### config.mk
export PLATFORM = sky130hd
export DESIGN_NAME = bid_resp_queue
export DESIGN_NICKNAME = d
export VERILOG_FILES = /design/src/rtl/bid_resp_queue.sv
export SDC_FILE = /design/constraint.sdc
export NUM_CORES = 1
export LEC_CHECK = 0
export ABC_CLOCK_PERIOD_IN_PS = 2800
export BUFFER_PORTS_ARGS = -buffer_cell sky130_fd_sc_hd__buf_2
export CAP_MARGIN = 40
export CORE_MARGIN = 2
export CORE_UTILIZATION = 35
export CTS_CLUSTER_SIZE = 16
export DETAILED_ROUTE_END_ITERATION = 6
export PLACE_DENSITY = 0.63
export SYNTH_ARGS = -nofsm -noshare
export SYNTH_HDL_FRONTEND = slang
export SYNTH_SLANG_ARGS = --single-unit
### constraint.sdc
create_clock -name per_clk -period 2.8 [get_ports per_clk]
set_input_delay 0.14 -clock per_clk [delete_from_list [all_inputs] [get_ports per_clk]]
set_output_delay 0.14 -clock per_clk [all_outputs]
set_load 0.05 [all_outputs]
### src/rtl/bid_resp_queue.sv
// Slave-side write-response generator: queues AWIDs, consumes the head burst's W beats, returns B with BID = queued AWID.
// Latency: last W beat -> bvalid 1 cycle; B handshake -> next burst's wready 1 cycle; empty-queue AW -> wready 2 edges.
// Backpressure: awready = !full (occupancy only); bvalid/bid/bresp held until bready. Optional macro: BID_RESP_WID_CHK_EN.
module bid_resp_queue #(
  parameter int ID_W  = 8,
  parameter int DEPTH = 4,
  parameter int CNT_W = 3
) (
  input  logic            per_clk,
  input  logic            pad_cpu_rst,
  input  logic            awvalid,
  output logic            awready,
  input  logic [ID_W-1:0] awid,
  input  logic            wvalid,
  output logic            wready,
  input  logic [ID_W-1:0] wid,
  input  logic            wlast,
  output logic            bvalid,
  input  logic            bready,
  output logic [ID_W-1:0] bid,
  output logic [1:0]      bresp,
  output logic [CNT_W-1:0] outstanding
);

  localparam int PTR_W = (DEPTH > 1) ? $clog2(DEPTH) : 1;

  typedef enum logic [1:0] {W_IDLE, W_DATA, W_RESP} state_t;

  logic [ID_W-1:0]  mem_q [DEPTH];
  logic [PTR_W-1:0] wr_ptr_q, wr_ptr_d;
  logic [PTR_W-1:0] rd_ptr_q, rd_ptr_d;
  logic [CNT_W-1:0] cnt_q, cnt_d;
  logic             aw_en_q;
  state_t           state_q, state_d;
  logic             bvalid_q, bvalid_d;
  logic [ID_W-1:0]  bid_q, bid_d;
  logic [1:0]       bresp_q, bresp_d;
  logic             err_q, err_d;

  logic             full;
  logic             push;
  logic             pop;
  logic             beat;
  logic             wid_err;
  logic [ID_W-1:0]  head;

  // aw_en_q holds awready low through reset and for the first cycle after it.
  assign full        = (cnt_q == CNT_W'(DEPTH));
  assign awready     = aw_en_q & ~full;
  assign push        = awvalid & awready;
  assign pop         = bvalid_q & bready;
  assign head        = mem_q[rd_ptr_q];
  assign wready      = (state_q == W_DATA);
  assign beat        = wvalid & wready;
  assign bvalid      = bvalid_q;
  assign bid         = bid_q;
  assign bresp       = bresp_q;
  assign outstanding = cnt_q;

`ifdef BID_RESP_WID_CHK_EN
  assign wid_err = (wid != head);
`else
  // wid is deliberately ignored in this build; the reduction only keeps it referenced.
  logic unused_wid;
  assign unused_wid = ^wid;
  assign wid_err    = 1'b0;
`endif

  // Queue pointer and occupancy next-state; pointers wrap DEPTH-1 -> 0.
  always_comb begin
    wr_ptr_d = wr_ptr_q;
    rd_ptr_d = rd_ptr_q;
    cnt_d    = cnt_q;
    if (push) begin
      wr_ptr_d = (wr_ptr_q == PTR_W'(DEPTH - 1)) ? '0 : wr_ptr_q + PTR_W'(1);
    end
    if (pop) begin
      rd_ptr_d = (rd_ptr_q == PTR_W'(DEPTH - 1)) ? '0 : rd_ptr_q + PTR_W'(1);
    end
    case ({push, pop})
      2'b10:   cnt_d = cnt_q + CNT_W'(1);
      2'b01:   cnt_d = cnt_q - CNT_W'(1);
      default: cnt_d = cnt_q;
    endcase
  end

  // W-channel FSM: wait for a queued AW, consume its burst, then hold the response until bready.
  always_comb begin
    state_d  = state_q;
    bvalid_d = bvalid_q;
    bid_d    = bid_q;
    bresp_d  = bresp_q;
    err_d    = err_q;
    case (state_q)
      W_IDLE: begin
        if (cnt_q != '0) begin
          state_d = W_DATA;
          err_d   = 1'b0;
        end
      end
      W_DATA: begin
        if (beat) begin
          err_d = err_q | wid_err;
          if (wlast) begin
            state_d  = W_RESP;
            bvalid_d = 1'b1;
            bid_d    = head;
            bresp_d  = (err_q | wid_err) ? 2'b10 : 2'b00;
          end
        end
      end
      W_RESP: begin
        if (pop) begin
          bvalid_d = 1'b0;
          if (cnt_d != '0) begin
            state_d = W_DATA;
            err_d   = 1'b0;
          end else begin
            state_d = W_IDLE;
          end
        end
      end
      default: state_d = W_IDLE;
    endcase
  end

  // Control state registers with synchronous reset that overrides any in-flight handshake.
  always_ff @(posedge per_clk) begin
    if (pad_cpu_rst) begin
      wr_ptr_q <= '0;
      rd_ptr_q <= '0;
      cnt_q    <= '0;
      aw_en_q  <= 1'b0;
      state_q  <= W_IDLE;
      bvalid_q <= 1'b0;
      bid_q    <= '0;
      bresp_q  <= 2'b00;
      err_q    <= 1'b0;
    end else begin
      wr_ptr_q <= wr_ptr_d;
      rd_ptr_q <= rd_ptr_d;
      cnt_q    <= cnt_d;
      aw_en_q  <= 1'b1;
      state_q  <= state_d;
      bvalid_q <= bvalid_d;
      bid_q    <= bid_d;
      bresp_q  <= bresp_d;
      err_q    <= err_d;
    end
  end

  // AWID storage; contents need no reset because the pointers define validity.
  always_ff @(posedge per_clk) begin
    if (push) begin
      mem_q[wr_ptr_q] <= awid;
    end
  end

endmodule

==> summary.md, run 1 <==
| Metric | Value |
|---|---|
| Status | `finished clean` |
| Syn Inst Count | `148` |
| DR iter-0 viols | `28` |
| Total Wirelength | `3307 um` |
| # setup viols final | `0` |
| Total track usage | `0.1140` |
| Hold_ws | `0.04294 ns` |
| First-pass GRT wire length | `5444 um` |
| Setup TNS | `0 ns` |
| Post-cts gate resize count | `0` |
| Startpoint Class | `register` |
| Non-Filler Instances | `252` |
| GRT overflow | `0` |
| Area contributors post-synth | `edfxtp_1 (46%), dfxtp_1 (18%), mux4_2 (8.6%)` |
| Clk_lat worst skew | `between 0.3 and 0.4 ns` |
| Pin count of the biggest net entering global routing | `20` |
| Root Driver | `clkbuf_8` |
| I/O pin cnt | `38` |
| Width of the die | `81.54 um` |
| Largest stage delay, worst path | `0.44 ns` |
| TritonCTS Buffers | `5` |
| Share of the synthesized area in the top cell type | `0.4566` |
| RSZ-0062 raised after global routing | `false` |
| Syn Std Cell Area | `2105 um^2` |
| Drt drc | `0` |
| Deepest clock path buffer count | `2` |
| Num rows | `28` |
| Worst Path Max Fanout | `7` |
| # Post-CTS Setup Buffers | `0` |
| DRT Pass-1 Iters | `4` |
| Area growth from synthesis to layout | `12.60%` |
| Die Area | `6649 um^2` |
| Critical setup path kind | `register to register` |
| Worst endpoint required time | `3.02 ns` |
| Vias in the first global route | `1117` |
| Share of cells above drive strength 1 | `0.3220` |
| Cts hold-fix bufs | `0` |
| Synth unique cells | `31` |
| Fmax | `458.9 MHz` |
| Worst Tran Pin Value | `0.6580 ns` |
| CTS tree | `done` |
| Cells after DPL | `244` |
| Core area | `about 5900 um^2` |
| Avg Cell Area, Syn | `14.22 um^2` |
| Critical Path Sink Type | `register` |
| Hold Crit Class | `input port to register` |
| PortBufs | `27` |
| Starting Density | `0.3597` |
| Critical path, cell by cell | `nor2_2 -> a21oi_4 -> inv_1 -> ha_1 -> fa_1 -> xnor2_1 -> nor2_1 -> xnor2_1 -> a311oi_1` |
| Synth warn | `0` |
| Routability cong. | `approximately 0.73` |
| CP max stage cell | `dfxtp_1` |
| CP Buf/Inv Count | `1` |
| HPWL after DPL | `2235 um` |
| Setup Skew | `0.008521 ns` |
| Htree depth | `2` |
| Static leakage | `0.8598 nW` |
| Reg clk slew, reported paths | `0.09 ns` |
| Max_slew headroom | `0.5607` |
| Initial antenna violation count | `0` |
| Power density over the cells | `587.7 nW/um^2` |
| Max-slew violations | `0` |
| Sequential share of the synthesized area | `0.6373` |
| Max-Cap Viols | `0` |
| Ant. Diodes | `0` |
| Drt wl/cell | `13.12 um` |
| Final WS setup | `around 0.62 ns` |
| Period utilisation layout | `0.7782` |
| Yosys reg bits | `51` |
| CTS sink count | `51` |
| Final ANT Viol Nets | `0` |
| Post-synth top area cell | `edfxtp_1` |
| Min Clock Period, post-route | `2.179 ns` |
| Die Y | `81.54 um` |
| Peak supply drop | `approximately 340 uV` |
| Crit path DAT | `approximately 2.4 ns` |
| Final nets | `205` |
| Pre-CTS setup slack | `0.6169 ns` |
| Vias per cell | `between 4 and 5` |
| Critical path's top delay family | `adder cells` |
| Final hold vios | `0` |
| Vias | `1165` |
| Total power | `1.393 mW` |
| Most frequent CP cell | `xnor2_1` |
per-layer routing:
layer	track usage	part of all wire	vias to the layer above	wire length, um
met4	0.04068	0.0054	0	18
met1	0.1408	0.45	567	1503
li1	-	-	573	-
met5	0	0	-	0
met2	0.1803	0.49	23	1604
met3	0.04615	0.054	2	180
worst reg2reg max path, delay by kind of cell, from the launching register on:
kind	cells	cell delay (ns)
compound gates	2	0.49
xor+xnor	2	0.31
fa+ha+maj	2	0.61
buf+inv	1	0.07
flops	1	0.44
simple gates	2	0.18
kinds of logic after synthesis:
family / count (synthesis) / share of synthesized area
buffers and inverters: 12 / 0.03388
other: 1 / 0.001782
and+or+nand+nor: 45 / 0.09929
muxes: 11 / 0.09988
DFF: 51 / 0.6373
AOI/OAI and AO/OA: 18 / 0.07015
adders and majority gates: 7 / 0.04518
xor gates and xnor gates: 3 / 0.01249
cells in the final DEF (no fill, tap or decap), drive strengths merged, types with 2 or more instances in the layout:
master,Yosys,routed
clkinv,0,2
ha,6,6
mux4,8,8
clkbuf,0,6
and2,4,4
a21oi,14,14
nand2,24,24
mux2i,3,3
nor2,11,11
buf,7,27
dfxtp,19,19
edfxtp,32,32
conb,1,2
inv,5,5
xnor2,2,2
layout make-up:
| type | count | area (um^2) |
|---|---|---|
| clock buffers | 6 | 72.57 |
| clock inverters | 2 | 12.51 |
| fillers | 564 | 3481 |
| inverters | 5 | 18.77 |
| multi-input cells | 86 | 695.7 |
| flip-flops and latches | 51 | 1341 |
| well taps | 75 | 93.84 |
| repair buffers | 27 | 135.1 |
synthesized netlist by cell type (all sizes together):
library cell / count
inv: 5
fa: 1
xor2: 1
o21ai: 1
a21boi: 1
a311oi: 1
and2: 4
nand3: 1
and2b: 1
and3: 1
dfxtp: 19
nand2b: 1
xnor2: 2
nor2: 11
a221oi: 1
buf: 7
ha: 6
nand2: 24
edfxtp: 32
conb: 1
mux4: 8
a21oi: 14
nor3: 1
nor2b: 1
mux2i: 3
per-stage QoR:
stage | instance area (um^2) | util
2_1_floorplan | 2108 | -
4_1_cts | 2370 | 0.4050
3_3_place_gp | 2285 | 0.3905
5_1_grt | 2370 | 0.4050
3_5_place_dp | 2285 | 0.3905
6_report | 2370 | 0.4050
state kept, by name (all words and copies together) (netlist names):
| name | count |
|---|---|
| mem_q | 32 |
| wr_ptr_q | 2 |
| bvalid | 1 |
| state_q | 2 |
| rd_ptr_q | 2 |
| outstanding | 3 |
| aw_en_q | 1 |
| bid | 8 |
worst paths after layout:
kind	start	to	slack [ns]	cells after the start
worst max-delay path	outstanding[0]	state_q[0]	0.62	9
worst min-delay path	awid[2]	mem_q[0][2]	0.04	1
worst max register to register	outstanding[0]	state_q[0]	0.62	9
worst min register to register	bid[1]	bid[1]	0.47	2
power breakdown:
group          switching, mW  internal (mW)  leakage (nW)  total (mW)
clock                  0.239          0.175        0.0428       0.414
sequential            0.0158          0.820         0.445       0.835
combinational         0.0952         0.0482         0.372       0.143
No activity file was read; power rests on OpenSTA's default activity.
==> run 2, diff against run 1 <==
Settings changed: ABC_CLOCK_PERIOD_IN_PS 2800 to 2100.
Clock period 2.8 ns to 2.1 ns, I/O delays scaled along.
==> run 2 against run 1 <==
Via count is 2.2% higher. Clock-buffer cell count is 1 lower. Combinational power is 45% higher. Largest cell class unchanged.
==> summary.md, run 2 (synthesis results as in run 1) <==
| Metric | Value |
|---|---|
| Status | `finished clean` |
| Fmax | `517.5 MHz (+13%)` |
| R2R depth | `8 (-1)` |
| Power density over the cells | `780.3 nW/um^2 (+33%)` |
| Core area | `5851 um^2 (unchanged)` |
| Worst Path Max Fanout | `5 (-2)` |
| CTS sink count | `51 (unchanged)` |
| Initial antenna violation count | `0 (unchanged)` |
| Deepest clock path buffer count | `2 (unchanged)` |
| PortBufs | `27 (unchanged)` |
| Reg clk slew, reported paths | `0.10 ns (about the same)` |
| Hold_ws | `0.01448 ns (-0.02846 ns)` |
| Psw | `496.5 uW (+42%)` |
| Critical path, cell by cell | `nor2_2 -> a21oi_4 -> inv_1 -> ha_2 -> fa_2 -> nand2b_1 -> o21ai_0 -> a311oi_1` |
| Area of the multi-input gates | `700.7 um^2 (+0.72%)` |
| Min Clock Period, post-route | `1.932 ns (-0.2464 ns)` |
| Max-slew violations | `0 (unchanged)` |
| Root Driver | `clkbuf_8` |
| CP Buf/Inv Count | `1 (unchanged)` |
| Crit path from | `outstanding[0]` |
| Die Area | `6649 um^2 (unchanged)` |
| Static leakage | `0.8925 nW (+3.8%)` |
| Switching Share | `0.2601 (+0.009058)` |
| Setup Skew | `0.007508 ns (-0.001013 ns)` |
| Setup TNS | `0 ns (unchanged)` |
| GRT overflow | `0 (unchanged)` |
| Final WS setup | `0.1675 ns (-0.4536 ns)` |
| Starting Density | `0.3597 (unchanged)` |
| Critical Path Sink Type | `register` |
| Cell internal pwr | `1.412 mW (+35%)` |
| Final nets | `211 (+2.9%)` |
| DRT Pass-1 Iters | `4 (unchanged)` |
| First-pass GRT wire length | `5444 um (unchanged)` |
| Register area | `1350 um^2 (+0.65%)` |
| Final hold vios | `0 (unchanged)` |
| DR iter-0 viols | `37 (+32%)` |
| Cells after DPL | `246 (+0.82%)` |
| # setup viols final | `0 (unchanged)` |
| WHS Path Cells | `1 (unchanged)` |
| Final non-filler cell area | `2446 um^2 (+3.2%)` |
| Clk_lat worst skew | `0.31 ns (about the same)` |
| TritonCTS Buffers | `5 (unchanged)` |
| Non-Filler Instances | `258 (+2.4%)` |
| Period utilisation layout | `0.9202 (+0.1420)` |
| Critical setup path kind | `register to register` |
| CTS tree | `done` |
| Combinational group share of total power | `0.109 (+0.006)` |
| Drt drc | `0 (unchanged)` |
| Clock power share | `0.309 (+0.012)` |
| Largest register FFs | `32 (unchanged)` |
| Final ANT Viol Nets | `0 (unchanged)` |
| I/O pin cnt | `38 (unchanged)` |
| RSZ-0062 raised after global routing | `false` |
| Most flop-heavy register | `mem_q` |
| Startpoint Class | `register` |
| Drt wl/cell | `13.27 um (+1.1%)` |
| CP max stage cell | `fa_2` |
| R2R Path End | `state_q[0]` |
| Die Y | `81.54 um (unchanged)` |
| Width of the die | `81.54 um (unchanged)` |
| Stages on worst setup path | `8 (-1)` |
| FILL cells | `563 (-0.18%)` |
| Seq pwr share | `0.582 (-0.018)` |
| Reg2reg start | `outstanding[0]` |
| Critical path's top delay family | `adder cells` |
| Pin count of the biggest net entering global routing | `20 (unchanged)` |
| Share of cells above drive strength 1 | `0.3661 (+0.04409)` |
| Vias | `1191 (+2.2%)` |
| Peak supply drop | `319.9 uV (-7.0%)` |
| Most frequent cells in the layout | `edfxtp_1 (32), buf_2 (27), nand2_1 (22), dfxtp_1 (16), nor2_1 (10)` |
| Pre-CTS setup slack | `0.1479 ns (-0.4691 ns)` |
| Worst endpoint required time | `2.28 ns (-0.74 ns)` |
| Placed instance area | `2308 um^2 (+1.0%)` |
| Vias in the first global route | `1080 (-3.3%)` |
| Max-Cap Viols | `0 (unchanged)` |
| Largest stage delay, worst path | `0.44 ns (about the same)` |
| Hold Crit Class | `input port to register` |
| R2r setup slk | `0.17 ns (-0.45 ns)` |
| Total Wirelength | `3423 um (+3.5%)` |
| Ant. Diodes | `0 (unchanged)` |
| Critical Path End | `state_q[0]` |
| Area growth from synthesis to layout | `16.23%` |
| Num rows | `28 (unchanged)` |
| Vias per cell | `4.616 (-0.15%)` |
| Commonest non-fill, non-tap cell in the layout | `edfxtp_1` |
| Total track usage | `0.1144 (+0.0004511)` |
| Htree depth | `2 (unchanged)` |
| Crit path DAT | `2.11 ns (-0.29 ns)` |
| Routability cong. | `0.7203 (-1.5%)` |
| HPWL after DPL | `2320 um (+3.8%)` |
==> run 2: worst min-delay path by stage <==
stage / slack (ns) / start / end
after floorplan: 0.20 / awid[0] / mem_q[0][0]
after global placement: 0.32 / awid[5] / mem_q[2][5]
after detailed placement: 0.33 / awid[3] / mem_q[2][3]
after CTS: 0.0005 / awid[0] / mem_q[2][0]
after global routing: 0.003 / awid[6] / mem_q[3][6]
final: 0.01 / awid[0] / mem_q[3][0]
==> run 2: worst register-to-register path, stage by stage, from the launching register on <==
cell      delay, ns
dfxtp_4        0.38
nor2_2         0.26
a21oi_4        0.09
inv_1          0.06
ha_2           0.19
fa_2           0.44
nand2b_1       0.14
o21ai_0        0.15
a311oi_1       0.10
==> run 2: timing repair <==
item,CTS,global route
hold buffers,3,0
gates resized for setup,0,2
endpoints found under the setup margin,0,1
endpoints found under the hold margin,10,0
buffers inserted,0,1
==> run 2: per-stage QoR <==
stage,power [mW],utilization
after floorplan,1.287,-
after global placement,1.332,0.3946
after detailed placement,1.336,0.3946
after CTS,1.931,0.4160
after global routing,1.994,0.4181
final,1.909,0.4181
==> run 2: layer usage <==
metal,track usage,vias up,part of all wire
li1,-,589,-
met1,0.1481,566,0.48
met2,0.1787,34,0.45
met3,0.03626,2,0.059
met5,0,-,0
met4,0.04576,0,0.0053
==> run 2: power by group through the flow <==
| stage | Sequential [mW] | Clock (mW) | Combinational [mW] |
|---|---|---|---|
| 4_1_cts | 1.11 | 0.614 | 0.205 |
| 3_3_place_gp | 1.13 | 0 | 0.198 |
| 3_5_place_dp | 1.13 | 0 | 0.201 |
| 6_report | 1.11 | 0.590 | 0.208 |
| 5_1_grt | 1.12 | 0.650 | 0.228 |
| 2_1_floorplan | 1.16 | 0 | 0.123 |
==> run 2: final cells by class <==
type	instances	area share
sequential	51	0.5519
clock inverter	3	0.01074
tap	75	0.03836
timing repair buffer	33	0.07673
multi-input combinational	86	0.2864
inverter	5	0.007673
clock buffer	5	0.02813
==> run 3, diff against run 2 <==
Settings changed: REMOVE_ABC_BUFFERS set to 1.
==> run 3 against run 2 <==
Final area is 1.5% lower. Clock skew is essentially flat. Utilization decreased by 0.62 points. Register-to-register slack improved by 0.02 ns. Critical path type unchanged. First-iteration DRC count grew 2.7%. Combinational power barely moved. Critical path depth grew 1. Worst setup slack better by 0.022 ns. Sequential power about the same. Highest routed layer unchanged. Die area unchanged.
==> summary.md, run 3 (synthesis results as in run 1) <==
| Metric | Value |
|---|---|
| Status | `finished clean` |
| Vias in the first global route | `1189 (+10%)` |
| Deepest clock path buffer count | `2 (unchanged)` |
| # setup viols final | `0 (unchanged)` |
| Routability cong. | `0.7307 (+1.4%)` |
| Drt wl/cell | `12.84 um (-3.2%)` |
| Cts hold-fix bufs | `0 (-3)` |
| Critical setup path kind | `register to register` |
| Post-cts gate resize count | `0 (unchanged)` |
| Drt drc | `0 (unchanged)` |
| Max-Cap Viols | `0 (unchanged)` |
| FILL cells | `537 (-4.6%)` |
| Worst Path Max Fanout | `4 (-1)` |
| Starting Density | `0.3597 (unchanged)` |
| Startpoint Class | `register` |
| Final hold vios | `0 (unchanged)` |
| Most frequent cells in the layout | `edfxtp_1 (32), buf_2 (27), nand2_1 (22), dfxtp_1 (17), nor2_1 (10)` |
| CTS tree | `done` |
| Htree depth | `2 (unchanged)` |
| Static leakage | `0.8856 nW (-0.77%)` |
| PortBufs | `27 (unchanged)` |
| Switching Share | `0.2420 (-0.01809)` |
| Hold Crit Class | `input port to register` |
| Pin count of the biggest net entering global routing | `20 (unchanged)` |
| Num rows | `28 (unchanged)` |
| CTS sink count | `51 (unchanged)` |
| Min Clock Period, post-route | `1.911 ns (-0.02171 ns)` |
| RSZ-0062 raised after global routing | `false` |
| DR iter-0 viols | `38 (+2.7%)` |
| Area growth from synthesis to layout | `14.51%` |
| Clk_lat worst skew | `0.30 ns (about the same)` |
| Crit path DAT | `2.12 ns (about the same)` |
| Peak supply drop | `314.8 uV (-1.6%)` |
| Psw | `446.3 uW (-10%)` |
| Most flop-heavy register | `mem_q` |
| Largest register FFs | `32 (unchanged)` |
| First-pass GRT wire length | `5575 um (+2.4%)` |
| Combinational group share of total power | `0.112 (+0.003)` |
| Period utilisation layout | `0.9099 (-0.01034)` |
| Non-Filler Instances | `257 (-0.39%)` |
| Share of cells above drive strength 1 | `0.3571 (-0.008977)` |
| Setup Skew | `0.007507 ns (-0.0000005800 ns)` |
| DRT Pass-1 Iters | `4 (unchanged)` |
| Seq pwr share | `0.601 (+0.019)` |
| Reg clk slew, reported paths | `0.09 ns (about the same)` |
| Final nets | `210 (-0.47%)` |
| # Post-CTS Setup Buffers | `0 (unchanged)` |
| Max-slew violations | `0 (unchanged)` |
| Final ANT Viol Nets | `0 (unchanged)` |
| Die Y | `81.54 um (unchanged)` |
| Die Area | `6649 um^2 (unchanged)` |
| Vias | `1159 (-2.7%)` |
| Ant. Diodes | `0 (unchanged)` |
| I/O pin cnt | `38 (unchanged)` |
| Critical Path Sink Type | `register` |
| Initial antenna violation count | `0 (unchanged)` |
| Total Wirelength | `3300 um (-3.6%)` |
| TritonCTS Buffers | `5 (unchanged)` |
| Vias per cell | `4.510 (-2.3%)` |
| Core area | `5851 um^2 (unchanged)` |
| Total track usage | `0.1168 (+0.002348)` |
| Commonest non-fill, non-tap cell in the layout | `edfxtp_1` |
| HPWL after DPL | `2353 um (+1.4%)` |
| Worst endpoint required time | `2.31 ns (+0.03 ns)` |
| Cells after DPL | `249 (+1.2%)` |
| Width of the die | `81.54 um (unchanged)` |
| Fmax | `523.4 MHz (+1.1%)` |
| GRT overflow | `0 (unchanged)` |
| Setup TNS | `0 ns (unchanged)` |
| Root Driver | `clkbuf_8` |
| Cell internal pwr | `1.398 mW (-1.0%)` |
| Clock power share | `0.287 (-0.022)` |
| Power density over the cells | `765.2 nW/um^2 (-1.9%)` |
| Post-layout utilization of the core | `0.4119 (-0.006201)` |
[run 3: worst max-delay path: stages, from the launching register on]
cell      delay, ns
dfxtp_2        0.34
nor2_2         0.07
a21oi_4        0.15
inv_1          0.05
ha_1           0.22
fa_1           0.38
xnor2_1        0.16
nor2_1         0.06
xnor2_1        0.14
a311oi_1       0.25
[run 3: power groups by stage]
stage / clock (mW) / sequential [mW] / combinational [mW]
after floorplan: 0 / 1.17 / 0.109
after global placement: 0 / 1.13 / 0.206
after detailed placement: 0 / 1.13 / 0.209
after CTS: 0.554 / 1.11 / 0.209
after global routing: 0.598 / 1.11 / 0.228
final: 0.530 / 1.11 / 0.206
[run 3: through the flow]
step / hold WS [ns] / power (mW) / cell area, um^2 / worst slack, ns
after floorplan: 0.1615 / 1.274 / 2056 / -0.3470
after global placement: 0.3209 / 1.337 / 2322 / 0.1775
after detailed placement: 0.3225 / 1.340 / 2322 / 0.1672
after CTS: 0.007027 / 1.871 / 2407 / 0.1440
after global routing: 0.008792 / 1.938 / 2410 / 0.01622
final: 0.02278 / 1.844 / 2410 / 0.1892
[run 3: metal layers]
layer | GRT usage | part of all wire
met4 | 0.06102 | 0.016
met3 | 0.02967 | 0.050
met5 | 0 | 0
met2 | 0.2115 | 0.53
met1 | 0.1244 | 0.40
[run 3: path summary, 6_finish.rpt]
path | slack [ns] | cells after the start | to | from
setup / recovery | 0.19 | 9 | state_q[0] | outstanding[0]
hold / removal | 0.02 | 1 | mem_q[2][1] | awid[1]
setup reg to reg | 0.19 | 9 | state_q[0] | outstanding[0]
hold reg to reg | 0.47 | 2 | bid[0] | bid[0]
[run 3: layout make-up]
| type | instances | area (um^2) | share of cell area |
|---|---|---|---|
| timing repair buffer | 32 | 172.7 | 0.07165 |
| tap | 75 | 93.84 | 0.03894 |
| multi-input combinational | 86 | 695.7 | 0.2887 |
| clock buffer | 6 | 72.57 | 0.03011 |
| inverter | 5 | 18.77 | 0.007788 |
| clock inverter | 2 | 12.51 | 0.005192 |
| sequential | 51 | 1344 | 0.5576 |
